## config.mk

```make
export PLATFORM = sky130hd
export DESIGN_NAME = spi_ram_ctrl
export DESIGN_NICKNAME = d
export VERILOG_FILES = /design/src/rtl/spi_ram_pkg.sv /design/src/rtl/spi_ram_mem.sv /design/src/rtl/spi_ram_ctrl.sv
export SDC_FILE = /design/constraint.sdc
export NUM_CORES = 2
export LEC_CHECK = 0
export CAP_MARGIN = 20
export CORE_MARGIN = 2
export CORE_UTILIZATION = 60
export CTS_CLUSTER_SIZE = 10
export DETAILED_ROUTE_END_ITERATION = 16
export GPL_ROUTABILITY_DRIVEN = 0
export PLACE_DENSITY = 0.79
export SYNTH_ARGS = -nofsm -noshare
export SYNTH_HDL_FRONTEND = slang
export SYNTH_HIERARCHICAL = 1
export SYNTH_SLANG_ARGS = --single-unit
```

## constraint.sdc

```tcl
create_clock -name clk -period 4.2 [get_ports clk]
set_input_delay 0.42 -clock clk [delete_from_list [all_inputs] [get_ports clk]]
set_output_delay 0.42 -clock clk [all_outputs]
set_load 0.02 [all_outputs]
```

## src/rtl/spi_ram_pkg.sv

```systemverilog
// spi_ram_pkg: command encodings, controller states and rx_data field layout
package spi_ram_pkg;
  localparam int RX_W   = 10;
  localparam int CMD_HI = 9;
  localparam int CMD_LO = 8;
  localparam int PAY_HI = 7;
  localparam int PAY_LO = 0;
  typedef enum logic [1:0] {
    CMD_WR_ADDR = 2'b00,
    CMD_WR_DATA = 2'b01,
    CMD_RD_ADDR = 2'b10,
    CMD_RD_DATA = 2'b11
  } cmd_e;
  typedef enum logic [1:0] {
    IDLE      = 2'd0,
    RD_ACCESS = 2'd1,
    TX_RESP   = 2'd2
  } state_e;
endpackage

```

## src/rtl/spi_ram_mem.sv

```systemverilog
// spi_ram_mem: DEPTH x 8 storage, one sync write port and one registered read port
module spi_ram_mem #(
  parameter int DEPTH = 256,
  parameter int AW    = 8
) (
  input  logic          clk,
  input  logic          we,
  input  logic [AW-1:0] waddr,
  input  logic [7:0]    wdata,
  input  logic [AW-1:0] raddr,
  output logic [7:0]    rdata
);
  logic [7:0] mem [DEPTH];
  always_ff @(posedge clk) begin
    if (we) mem[waddr] <= wdata;
    rdata <= mem[raddr];
  end
endmodule

```

## src/rtl/spi_ram_ctrl.sv

```systemverilog
// spi_ram_ctrl: decodes SPI command words, sequences memory writes/reads and holds read responses
module spi_ram_ctrl
  import spi_ram_pkg::*;
#(
  parameter int MEM_DEPTH = 256,
  parameter int ADDR_SIZE = 8,
  parameter int AUTO_INC  = 1,
  parameter int TX_HOLD   = 8
) (
  input  logic            clk,
  input  logic            rstn,
  input  logic [RX_W-1:0] rx_data,
  input  logic            rx_valid,
  output logic [7:0]      tx_data,
  output logic            tx_valid,
  output logic            busy,
  output logic            cmd_err,
  output logic            overrun
);
  localparam int CW = $clog2(TX_HOLD + 1);
  state_e                 state, state_nx;
  cmd_e                   cmd;
  logic [ADDR_SIZE-1:0]   pay, wr_ptr, rd_ptr;
  logic                   rd_vld, take, pay_ok, we, rd_go, bad;
  logic [CW-1:0]          cnt;
  logic [7:0]             mem_q;
  function automatic logic [ADDR_SIZE-1:0] nxt(input logic [ADDR_SIZE-1:0] p);
    return (AUTO_INC == 0) ? p : (32'(p) == 32'(MEM_DEPTH - 1)) ? '0 : p + 1'b1;
  endfunction
  assign cmd    = cmd_e'(rx_data[CMD_HI:CMD_LO]);
  assign pay    = ADDR_SIZE'(rx_data[PAY_HI:PAY_LO]);
  assign pay_ok = 32'(pay) < 32'(MEM_DEPTH);
  assign take   = rx_valid && state == IDLE;
  assign we     = take && cmd == CMD_WR_DATA;
  assign rd_go  = take && cmd == CMD_RD_DATA && rd_vld;
  assign bad    = (cmd == CMD_RD_DATA && !rd_vld) ||
                  ((cmd == CMD_WR_ADDR || cmd == CMD_RD_ADDR) && !pay_ok);
  assign busy   = state != IDLE;
  // read port tracks rd_ptr continuously, so data is ready in RD_ACCESS
  spi_ram_mem #(.DEPTH(MEM_DEPTH), .AW(ADDR_SIZE)) u_mem (
    .clk   (clk),
    .we    (we),
    .waddr (wr_ptr),
    .wdata (rx_data[PAY_HI:PAY_LO]),
    .raddr (rd_ptr),
    .rdata (mem_q)
  );
  always_comb begin
    state_nx = state;
    unique case (state)
      IDLE:      state_nx = rd_go ? RD_ACCESS : IDLE;
      RD_ACCESS: state_nx = TX_RESP;
      TX_RESP:   state_nx = (cnt == '0) ? IDLE : TX_RESP;
      default:   state_nx = IDLE;
    endcase
  end
  always_ff @(posedge clk or negedge rstn) begin
    if (!rstn) begin
      state   <= IDLE;
      cmd_err <= 1'b0;
      overrun <= 1'b0;
    end else begin
      state   <= state_nx;
      cmd_err <= take && bad;
      overrun <= rx_valid && state != IDLE;
    end
  end
  always_ff @(posedge clk or negedge rstn) begin
    if (!rstn) begin
      wr_ptr <= '0;
      rd_ptr <= '0;
      rd_vld <= 1'b0;
    end else begin
      if (take && cmd == CMD_WR_ADDR && pay_ok) wr_ptr <= pay;
      if (we) wr_ptr <= nxt(wr_ptr);
      if (take && cmd == CMD_RD_ADDR && pay_ok) begin
        rd_ptr <= pay;
        rd_vld <= 1'b1;
      end
      if (state == RD_ACCESS) rd_ptr <= nxt(rd_ptr);
    end
  end
  always_ff @(posedge clk or negedge rstn) begin
    if (!rstn) begin
      tx_data  <= '0;
      tx_valid <= 1'b0;
      cnt      <= '0;
    end else if (state == RD_ACCESS) begin
      tx_data  <= mem_q;
      tx_valid <= 1'b1;
      cnt      <= CW'(TX_HOLD - 1);
    end else if (state == TX_RESP) begin
      cnt      <= (cnt == '0) ? cnt : cnt - 1'b1;
      tx_valid <= cnt != '0;
    end
  end
endmodule
```

Word level (Yosys, flattened, before mapping)
Memory sizes are Yosys's and may differ from the RTL's. A register that Yosys moved wholly into a read port is not among the register bits.
Cells that the tools add are included.
Storage, ports and cells
  flip-flop bits (word level): 34
  bits in latches: 0
  memory bits (writable): 2048
  ROM bits: 0
  input bits: 13
  output and inout port bits: 12
  memories: 1
Memories
  u_mem.mem: depth 256, width 8, read ports 1, clocked after memory_dff 1, write ports 1, line spi_ram_mem.sv:13  | logic [7:0] mem [DEPTH];
Operators by class
  add/sub/neg operators: 3
  multiply operators: 0
  divide/modulo/power cells: 0
  magnitude comparators: 0
  equality and inequality tests: 8
  shift operators: 0
  mux-type cells: 16
  bitwise logic cells: 0
  reduce and logical (&&, ||, !) cells: 19
Operators by type and width (number)
  two-way mux 8 bit: 6
  adder 8 x 1 -> 8 bit, second input constant: 2
  equality test 8 bit, second input constant: 2
  two-way mux 4 bit: 3
  logical AND 1 bit: 9
  nonzero test 2 bit: 4
  equality test 2 bit, second input constant: 3
  case mux 2 bit (3 select lines): 1
  two-way mux 1 bit: 5
  equality test 2 x 1 -> 1 bit, second input constant: 2
  logical NOT 2 bit: 2
  logical NOT 4 bit: 1
  nonzero test 4 bit: 1
  subtractor 4 x 1 -> 4 bit, second input constant: 1
  two-way mux 2 bit: 1
  != test 2 x 1 -> 1 bit, second input constant: 1
  AND reduction 2 bit: 1
  logical NOT 1 bit: 1

Depth between registers and ports, before layout
  word-level depth: 6
  gate-level depth with buffers: 11
  mapped depth without buffers: 6

By module
Netlist, hierarchy kept.
By module, submodules not included
  spi_ram_mem: instances 1, cells each 3733, area each 79556.3 µm²
  spi_ram_ctrl: instances 1, cells each 174, area each 1793.0 µm²

Worst setup path after synthesis
No wires, ideal clock.
  path kind: register to register
  start: register state[0]
  end: memory u_mem.mem[234][0] (enable)
  setup time: 370 ps
  arrival time: 2559 ps
  path slack: 1271 ps
  stages on the path, launching flop included: 11
  clock period less this slack: 2929 ps
  cells stage by stage: dfrtp_1 -> inv_1 -> ha_1 -> and3b_2 -> buf_2 -> and2_1 -> clkbuf_1 -> buf_1 -> nand3_1 -> clkbuf_1 -> nor2_1
Between the ends
  longest elaborated chain between the ends: 5
Ends and longest elaborated chain
  start: declaration: line spi_ram_ctrl.sv:21  | state_e state, state_nx;
  start signal: assignment: line spi_ram_ctrl.sv:63  | state <= state_nx;
  logical NOT 2 bit: line spi_ram_ctrl.sv:33  | assign take = rx_valid && state == IDLE;
  logical AND 1 bit: line spi_ram_ctrl.sv:33
  logical AND 1 bit: line spi_ram_ctrl.sv:34  | assign we = take && cmd == CMD_WR_DATA;
  named net we: line spi_ram_ctrl.sv:24  | logic rd_vld, take, pay_ok, we, rd_go, bad;
  two-way mux 1 bit: line spi_ram_mem.sv:15  | if (we) mem[waddr] <= wdata;
  two-way mux 1 bit (not written as such): line spi_ram_mem.sv:15
  end: declaration: line spi_ram_mem.sv:13
The timed path passes the listed nets, and every way through them passes these cells.

==> impl_metrics.yaml <==
run_status:
  run_status: "completed"
synth:
  async_flop_share_pct: 1.63
  ys_types: 71
  ys_top_cells_by_count: "edfxtp_1, mux4_2, nor2_1"
  ys_seq_elements: 2090
  synthDominantCellAreaShare_pct: 75.6
  synth_edf_count: 2048
  syn-instance-count: 3907
  synth_fp_nets: 3927
  netlist_top_cells_area: "edfxtp_1, mux4_2, mux2i_1, nor2_1, a22oi_1"
  syn_area_per_cell_um2: 20.8
  yosysWarnings: 6
  synth_most_common_cell: "edfxtp_1"
  synth_area_mm2: 0.0813
  ys.flop_type: "edfxtp_1"
  synth-seq-area-share_pct: 76.8
  synth_top_area_cell: "edfxtp_1"
routing:
  detail_route.first_pass.iterations: 6
  drc: 0
  via_per_inst: 7.07
  initialDrtViolationCount: 6517
  post_drt_wl_per_cell_um: 33.8
  num_vias: 42593
  totalWireLength_mm: 204
  ant_nets: 0
cts:
  cts_made_buffers: 227
  clock-sinks: 2090
  clock_latency_ns: 0.85
  clk_pin_slew_ns: 0.06
  cts-root-buf: "clkbuf_16"
  cts_tree: "built"
  htreeDepth: 4
  cts_setup_buffers: 0
  clockBufferDepth: 3
critical_path:
  cp.arrival_ns: 4.56
  r2r_slack_ns: 0.33
  crit_path_max_fanout: 21
  start_kind: "flop"
  cp.required_ns: 4.89
  crit_path_end_kind: "flop"
  critical_path_class: "flop to flop"
floorplan:
  die_area_mm2: 0.139
  core_mm2: 0.135
  die_h_um: 372
  rows: 135
  die_x_um: 372
  start_util_pct: 60.3
  num_io_pins: 25
global_route:
  grt_use_total_pct: 29.8
  grt_pass1_wl_mm: 295
  grt_max_degree: 135
  grt_antenna_before_repair: 4
  overflow: 0
  grt_pass1_vias: 42528
final_layout:
  fillCellCount: 7792
  ff_latch_area_mm2: 0.0625
  nets: 4169
  multi_input_area_mm2: 0.0173
  drive_above_1_share_pct: 22.8
  area_growth_pct: 11.6
placement:
  dp_hpwl_mm: 119
  place_ws_ns: 0.547
  port_buffers: 24
timing:
  setup_ws_ns: 0.334
  tightest_slew_ns: 1.15
  slew_headroom_pct: 23.7
  drv_slew: 0
  hold_viol: 0
  fmax_ghz: 0.259
  period_minus_slack_ns: 3.87
  fin_crit_sh_pct: 92.0
  grt_setup_unrepaired: "no"
  fin_worst_skew_ns: 0.0442
  setup_viol: 0
  timing.setup.tns_ns: 0
power_and_ir_drop:
  ir_drop_uv: 617
  p_leak_nw: 28.2
  power_density_mw_per_mm2: 631
flow_run:
  drv_cap: 0
worst_hold_path:
  hold_path.class: "primary input to flop"
==> area by class of cell <==
cell class	count	area share (%)
flip-flops and latches	2090	68.9
multi-input cells	1564	19.1
clock buffers	306	6.63
repair buffers	252	2.58
well taps	1781	2.46
clock inverters	15	0.283
inverters	14	0.0579
diodes	4	0.0110
==> what timing repair did <==
item / in CTS / in global routing
endpoints found under the setup margin: 0 / 0
hold buffers: 1 / 0
resized for setup: 0 / 0
hold endpoints to repair: 9 / 0
==> cells in the final DEF, fill, tap and decap left out, types with 8 or more instances in the layout <==
master / netlist / layout
o211ai_1: 11 / 11
clkdlybuf4s50_1: 0 / 16
o21ai_0: 25 / 25
mux2i_1: 140 / 140
mux4_2: 454 / 454
and3_1: 8 / 8
a22o_1: 10 / 10
a21oi_1: 104 / 104
mux2_2: 11 / 11
dfxtp_1: 8 / 8
nand4_1: 12 / 12
dfrtp_1: 34 / 29
inv_1: 13 / 13
clkbuf_1: 112 / 77
nor2_1: 287 / 284
a211oi_1: 18 / 18
buf_12: 8 / 29
nand2b_1: 10 / 10
nand2_1: 41 / 41
a221oi_1: 13 / 13
buf_4: 28 / 195
clkbuf_16: 0 / 229
o22ai_1: 30 / 30
edfxtp_1: 2048 / 2048
nand3_1: 45 / 45
a22oi_1: 134 / 134
o221ai_1: 47 / 47
nor4_1: 24 / 24
nor3_1: 23 / 23
clkbuf_8: 0 / 8
nor2b_1: 35 / 32
==> through the flow <==
step           cell area (um2)  total power [W]  util [%]  cells  hold slack, ns
2_1_floorplan            81300           0.0342         -   3907           0.124
3_3_place_gp             84500           0.0393      62.6   5697           0.460
3_5_place_dp             84500           0.0396      62.6   5700           0.466
4_1_cts                  90800           0.0570      67.2   6022           0.205
5_1_grt                  90800           0.0586      67.2   6022           0.231
6_report                 90800           0.0572      67.3   6026           0.221
==> metal layers <==
| metal | routed length [um] | track usage [%] |
|---|---|---|
| met1 | 72000 | 40.6 |
| met2 | 95900 | 45.8 |
| met3 | 26400 | 8.86 |
| met4 | 9170 | 12.2 |
| met5 | 18 | 0 |
==> sequential cells by signal, summed over array words and instances, names as in the netlist <==
name         cells
u_mem/mem     2048
u_mem/rdata      8
rd_vld           1
state            2
wr_ptr           8
tx_valid         1
tx_data          8
cmd_err          1
overrun          1
rd_ptr           8
cnt              4
==> worst max-delay path: stages (launching register included) <==
cell and delay [ns]:
dfrtp_4 0.81, buf_12 0.30, buf_12 0.24, mux4_2 0.53, nor2b_1 0.15, a211oi_1 0.57
nor3_1 0.17, nor4_1 0.62, buf_4 0.22, nor4_1 0.04
==> power breakdown <==
part	total [W]	leakage, nW	internal (W)	switching, W
Combinational	0.0160	6.28	0.00651	0.00946
Clock	0.0174	3.03	0.00989	0.00754
Sequential	0.0238	18.9	0.0231	0.000706
Total	0.0572	28.2	0.0395	0.0177
==> kinds of logic (layout without fill, tap and decap cells) <==
| kind of cell | Yosys count | in the layout | synth area share [%] |
|---|---|---|---|
| DFF | 2090 | 2090 | 76.8 |
| muxes | 607 | 607 | 14.5 |
| and+or+nand+nor | 517 | 517 | 2.93 |
| AOI/OAI and AO/OA | 429 | 429 | 3.69 |
| buffers and inverters | 253 | 587 | 1.88 |
| adders and majority gates | 7 | 7 | 0.108 |
| xor gates and xnor gates | 4 | 4 | 0.0431 |
| other | 0 | 4 | 0 |
==> final timing paths <==
kind,startpoint,depth (start not counted),end
worst max-delay path,rd_ptr[0]$_DFFE_PN0P_,9,u_mem/rdata[1]$_DFF_P_
worst min-delay path,rx_data[4],1,u_mem/mem[106][4]$_DFFE_PP_
worst max register to register,rd_ptr[0]$_DFFE_PN0P_,9,u_mem/rdata[1]$_DFF_P_
worst min register to register,cnt[1]$_DFFE_PN0P_,1,cnt[1]$_DFFE_PN0P_
max in group asynchronous,rstn,3,rd_ptr[1]$_DFFE_PN0P_
min in group asynchronous,rstn,2,cnt[3]$_DFFE_PN0P_
No activity file was read; power rests on OpenSTA's default activity.
